**src/rtl/mem_pkg.sv**
```systemverilog
// Shared types for the MEM pipeline stage: FSM states, byte-enable constants
// and the EX/MEM and MEM/WB pipeline register layouts.
package mem_pkg;

   typedef enum logic {MS_IDLE = 1'b0, MS_WAIT = 1'b1} mem_state_t;

   localparam logic [3:0] BE_WORD = 4'b1111;

   typedef struct packed {
      logic [31:0] alu_result;
      logic [31:0] write_data;
      logic        reg_write;
      logic        memto_reg;
      logic        mem_write;
      logic        byte_acc;
      logic [3:0]  wa3;
   } exmem_t;

   typedef struct packed {
      logic [31:0] alu_out;
      logic [31:0] read_data;
      logic        reg_write;
      logic        memto_reg;
      logic [3:0]  wa3;
   } memwb_t;

endpackage

```
**src/rtl/mem_lane_align.sv**
```systemverilog
// Byte-lane steering for data memory accesses: byte enables, store-byte
// replication and load-byte select with zero extension.
module mem_lane_align
   import mem_pkg::*;
(
   input  logic        byte_acc,
   input  logic [1:0]  addr_lo,
   input  logic [31:0] store_data,
   input  logic [31:0] rdata,
   output logic [3:0]  be,
   output logic [31:0] wdata,
   output logic [31:0] load_data
);

   always_comb begin
      be        = BE_WORD;
      wdata     = store_data;
      load_data = rdata;
      if (byte_acc) begin
         wdata = {4{store_data[7:0]}};
         case (addr_lo)
            2'd0: begin be = 4'b0001; load_data = {24'h0, rdata[7:0]};   end
            2'd1: begin be = 4'b0010; load_data = {24'h0, rdata[15:8]};  end
            2'd2: begin be = 4'b0100; load_data = {24'h0, rdata[23:16]}; end
            default: begin be = 4'b1000; load_data = {24'h0, rdata[31:24]}; end
         endcase
      end
   end

endmodule

```
**src/rtl/mem_access_stage.sv**
```systemverilog
// MEM pipeline stage: EX/MEM register, req/ack data-memory FSM with timeout,
// pipeline stall generation and the MEM/WB register.
//
//   state   | meaning
//   MS_IDLE | no access outstanding; a memop in EX/MEM requests immediately
//   MS_WAIT | request outstanding, waiting for ack or timeout
module mem_access_stage
   import mem_pkg::*;
#(
   parameter int TIMEOUT = 16
) (
   input  logic        clk,
   input  logic        reset,
   input  logic [31:0] ALUResultE,
   input  logic [31:0] WriteDataE,
   input  logic        RegWriteE,
   input  logic        MemtoRegE,
   input  logic        MemWriteE,
   input  logic        ByteE,
   input  logic [3:0]  WA3E,
   output logic        mem_req,
   output logic        mem_we,
   output logic [31:0] mem_addr,
   output logic [31:0] mem_wdata,
   output logic [3:0]  mem_be,
   input  logic [31:0] mem_rdata,
   input  logic        mem_ack,
   output logic        stallM,
   output logic        bus_err,
   output logic [31:0] ALUOutW,
   output logic [31:0] ReadDataW,
   output logic        RegWriteW,
   output logic        MemtoRegW,
   output logic [3:0]  WA3W
);

   localparam int CW = $clog2(TIMEOUT);

   exmem_t        exm;
   memwb_t        mwb, mwb_next;
   mem_state_t    state, state_next;
   logic [CW-1:0] cnt;
   logic          memop, timeout, stall;
   logic [3:0]    lane_be;
   logic [31:0]   lane_wdata, load_data;

   assign memop = exm.mem_write | exm.memto_reg;

   mem_lane_align u_align (
      .byte_acc   (exm.byte_acc),
      .addr_lo    (exm.alu_result[1:0]),
      .store_data (exm.write_data),
      .rdata      (mem_rdata),
      .be         (lane_be),
      .wdata      (lane_wdata),
      .load_data  (load_data)
   );

   // Counter covers the whole access including its first (IDLE) cycle.
   always_ff @(posedge clk) begin
      if (reset) begin
         state   <= MS_IDLE;
         cnt     <= '0;
         bus_err <= 1'b0;
      end else begin
         state <= state_next;
         if (stall) cnt <= cnt + CW'(1);
         else       cnt <= '0;
         if (timeout) bus_err <= 1'b1;
      end
   end

   always_comb begin
      state_next = state;
      case (state)
         MS_IDLE: if (memop && !mem_ack) state_next = MS_WAIT;
         MS_WAIT: if (mem_ack || timeout) state_next = MS_IDLE;
         default: state_next = MS_IDLE;
      endcase
   end

   always_comb begin
      timeout   = (state == MS_WAIT) && (cnt == CW'(TIMEOUT - 1)) && !mem_ack;
      stall     = memop && !(mem_ack || timeout);
      mem_req   = memop;
      mem_we    = memop & exm.mem_write;
      mem_addr  = '0;
      mem_wdata = '0;
      mem_be    = '0;
      if (memop) begin
         mem_addr  = exm.byte_acc ? exm.alu_result : {exm.alu_result[31:2], 2'b00};
         mem_wdata = exm.mem_write ? lane_wdata : '0;
         mem_be    = lane_be;
      end
   end

   assign stallM = stall;

   always_comb begin
      mwb_next = '0;
      if (!stall) begin
         mwb_next.alu_out   = exm.alu_result;
         mwb_next.read_data = (exm.memto_reg && mem_ack) ? load_data : '0;
         mwb_next.reg_write = exm.reg_write;
         mwb_next.memto_reg = exm.memto_reg;
         mwb_next.wa3       = exm.wa3;
      end
   end

   always_ff @(posedge clk) begin
      if (reset) begin
         exm <= '0;
         mwb <= '0;
      end else begin
         if (!stall) begin
            exm.alu_result <= ALUResultE;
            exm.write_data <= WriteDataE;
            exm.reg_write  <= RegWriteE;
            exm.memto_reg  <= MemtoRegE;
            exm.mem_write  <= MemWriteE;
            exm.byte_acc   <= ByteE;
            exm.wa3        <= WA3E;
         end
         mwb <= mwb_next;
      end
   end

   assign ALUOutW   = mwb.alu_out;
   assign ReadDataW = mwb.read_data;
   assign RegWriteW = mwb.reg_write;
   assign MemtoRegW = mwb.memto_reg;
   assign WA3W      = mwb.wa3;

endmodule

```
**config.mk**
```make
export PLATFORM = sky130hd
export DESIGN_NAME = mem_access_stage
export DESIGN_NICKNAME = d
export VERILOG_FILES = /design/src/rtl/mem_pkg.sv /design/src/rtl/mem_lane_align.sv /design/src/rtl/mem_access_stage.sv
export SDC_FILE = /design/constraint.sdc
export NUM_CORES = 1
export LEC_CHECK = 0
export CAP_MARGIN = 20
export CORE_MARGIN = 2
export CORE_UTILIZATION = 43
export DETAILED_ROUTE_END_ITERATION = 12
export GPL_TIMING_DRIVEN = 0
export PLACE_DENSITY = 0.79
export RECOVER_POWER = 50
export SLEW_MARGIN = 20
export SYNTH_ARGS = -nofsm -noshare
export SYNTH_HDL_FRONTEND = slang
export SYNTH_HIERARCHICAL = 1
export SYNTH_SLANG_ARGS = --single-unit
```
**constraint.sdc**
```tcl
create_clock -name clk -period 1.96 [get_ports clk]
set_clock_uncertainty 0.2 [all_clocks]
set_input_delay 0.294 -clock clk [delete_from_list [all_inputs] [get_ports clk]]
set_output_delay 0.294 -clock clk [all_outputs]
set_load 0.005 [all_outputs]
```
==> metrics.md <==
| Metric | Value |
|---|---|
| Max cap viols | 0 |
| Nets@finish | roughly 1100 |
| Clock H-tree levels | 4 |
| # fillers | 1047 |
| Flop2flop setup slack | around 0.070 ns |
| CP arrival | 1.53 ns |
| Vias per std cell | just over 5 |
| Remaining DRCs | 0 |
| RSZ-0062 raised after global routing | true |
| Die Ht | 124 um |
| Sequential share of the synthesized area | 48.1% |
| Pins over their slew limit | 0 |
| Setup TNS | -1.06 ns |
| Leakage | 4.26 nW |
| Syn avg cell area | between 8 and 9 um^2 |
| Reg area | 0.00298 mm^2 |
| Violated checks | negative setup slack |
| Required @ worst endpoint | 1.47 ns |
| Crit path max-delay cell type | dfxtp_4 |
| ANT nets after route | 0 |
| Die footprint | about 0.015 mm^2 |
| RR Endpoint | exm[17] |
| TritonCTS Buffers | 17 |
| Hold depth | 3 |
| Syn_nets | 827 |
| Cts hold-fix bufs | 0 |
| Slew @ Worst Pin | 0.511 ns |
| Worst path max stage delay | 0.42 ns |
| Pre-antenna DRT Iters | 5 |
| Synth cell types | 34 |
| Mapped Cells | 719 |
| Initial Util | 44.2% |
| I/O pin cnt | 249 |
| Commonest non-fill, non-tap cells in the layout | 176 x clkdlybuf4s50_1, 140 x dfxtp_1, 99 x and2_1 |
| Total GRT Usage | 26.8% |
| Routed vias | 6178 |
| Hold path endpoint | exm[49] |
| CTS clk-pin slew, worst paths | 0.06 ns |
| Initial DRC count | roughly 470 |
| Hold Path Origin | ALUResultE[9] |
| Status | complete, but fails checks |
| P&R area growth vs syn | 66.2% |
| Fmax | 0.494 GHz |
| CTS tree | yes |
| CP Launch Type | flip-flop |
| Synthesized area | 0.00616 mm^2 |
| Row count | 43 |
| Core ar. | 0.0139 mm^2 |
| Setup CP Type | flip-flop to primary output |
| Layout cells sized above 1 | 26.3% |
| Root buf cell | clkbuf_16 |
| Largest net degree at the start of global routing | 17 |
| Clk_lat worst skew | 0.41 ns |
| Clock Sink Count | 148 |
| Multi-input gate area in the final layout | 0.00295 mm^2 |
| Initial antenna violation count | 1 |
| CP Capture Type | primary output |
| Number of global-route vias before repair | 5851 |
| Register bit total from synthesis | 148 |
| Worst r2r path cells | 7 |
| Highest net fanout along the worst path | 8 |
| Post-layout min period | 2.03 ns |
| Worst slack at placement | -0.566 ns |
| Total wire length | slightly above 20000 um |
| Setup violations, final | 47 |
| PD cells | a little under 800 mW/mm^2 |
| IO Port Bufs | 247 |
| Horiz. Die Dim | around 120 um |
| First-pass GRT wire length | between 30000 and 40000 um |
| Hold slack | 0.246 ns |
| RePlAce Congestion | 0.806 |
| Yosys warns | 6 |
| Crit path cell chain | clkbuf_16 > buf_6 > nand2_4 > o21ai_1 > and2_1 > buf_2 |
| IR Drop Worst-Case VDD | 0.000620 V |
| Max clock buf depth | 2 |
| Setup ws final | -0.0653 ns |
| R2R Path Start | cnt[0] |
| Commonest non-fill, non-tap cell in the layout | clkdlybuf4s50_1 |
| Worst min path class | primary input to flip-flop |
| Avg WL per Cell | 17.1 um |
| Global route overflow | 0 |
| Final HPWL DP | 13800 um |
| Ratio of final minimum period to clock period | 103% |
| Final hold vios | 0 |
| Slew margin rel. | 65.9% |
[worst max path at each step]
stage / startpoint / endpoint / slack [ns] / cells past startpoint
2_1_floorplan: cnt[0] / cnt[2] / 0.32 / 5
3_5_place_dp: exm[4] / mem_wdata[30] / -0.57 / 6
3_3_place_gp: exm[4] / mem_wdata[30] / -0.57 / 6
6_report: exm[4] / mem_wdata[13] / -0.07 / 6
5_1_grt: exm[4] / mem_wdata[13] / -0.14 / 6
4_1_cts: exm[4] / mem_wdata[13] / -0.13 / 6
[timing repair]
item | CTS | global route
gates resized for setup | 436 | 63
setup buffers | 34 | 2
pin swaps | 64 | 6
gates cloned | 5 | 0
setup endpoints to repair | 71 | 120
[registers in the layout, summed over array words and instances (netlist names)]
| register | cells |
|---|---|
| state | 1 |
| bus_err | 1 |
| ALUOutW | 32 |
| exm | 72 |
| cnt | 4 |
| ReadDataW | 32 |
| MemtoRegW | 1 |
| WA3W | 4 |
| RegWriteW | 1 |
[where the power goes]
group          total [mW]  internal (mW)  switching (mW)
sequential           3.27           3.16           0.104
combinational        1.45          0.820           0.626
clock                3.25           1.95            1.30
total                7.96           5.93            2.03
[through the flow]
| step | power [mW] | cells | cell area (um^2) | util, % |
|---|---|---|---|---|
| after detailed placement | 4.46 | 1146 | 8860 | 63.6 |
| after global placement | 4.44 | 1146 | 8860 | 63.6 |
| after global routing | 8.26 | 1218 | 10200 | 73.5 |
| after CTS | 7.91 | 1217 | 10100 | 72.2 |
| final | 7.96 | 1218 | 10200 | 73.5 |
| after floorplan | 3.83 | 719 | 6160 | - |
[critical path: cells and delay by family, from the launching register on]
kind | cells | cell delay (ns)
buffers and inverters | 3 | 0.42
DFF | 1 | 0.42
and+or+nand+nor | 2 | 0.19
AOI/OAI and AO/OA | 1 | 0.07
[layer usage]
metal  wire length [um]  GRT usage, %  part of all wire (%)
met2              10100          44.2                    49
met3               1340          5.68                   6.5
met4                578          10.9                   2.8
met5                  0             0                     0
met1               8760          34.1                    42
[cell usage after synthesis (all sizes together)]
cell / instances / area (um^2)
buf: 33 / 231
and2b: 4 / 30.0
o21ba: 1 / 10.0
a41o: 1 / 10.0
nor2b: 29 / 181
nand4: 1 / 6.26
nand2: 10 / 37.5
nor2: 8 / 46.3
inv: 38 / 145
ha: 1 / 12.5
a222oi: 8 / 80.1
o21ai: 100 / 504
and2: 136 / 853
a21oi: 73 / 377
a41oi: 1 / 16.3
and3: 2 / 12.5
xor2: 1 / 8.76
xnor2: 1 / 8.76
nor3: 2 / 10.0
clkbuf: 40 / 159
dfxtp: 148 / 2960
nand3: 71 / 355
or3: 1 / 11.3
mux2i: 8 / 80.1
nor3b: 1 / 12.5
[logic make-up after synthesis]
logic type | synth area share [%]
compound gates | 16.2
xor+xnor | 0.284
fa+ha+maj | 0.203
buf+inv | 8.69
flops | 48.1
mux | 1.30
simple gates | 25.3
[layout make-up]
| type | count | area share (%) |
|---|---|---|
| diodes | 1 | 0.0244 |
| plain buffers | 71 | 5.42 |
| repair inverters | 1 | 0.0855 |
| clock inverters | 11 | 1.23 |
| multi-input cells | 460 | 28.8 |
| flip-flops and latches | 148 | 29.1 |
| well taps | 180 | 2.20 |
| inverters | 38 | 1.55 |
| repair buffers | 287 | 27.1 |
| clock buffers | 21 | 4.49 |
(Power assumes the default switching activity.)
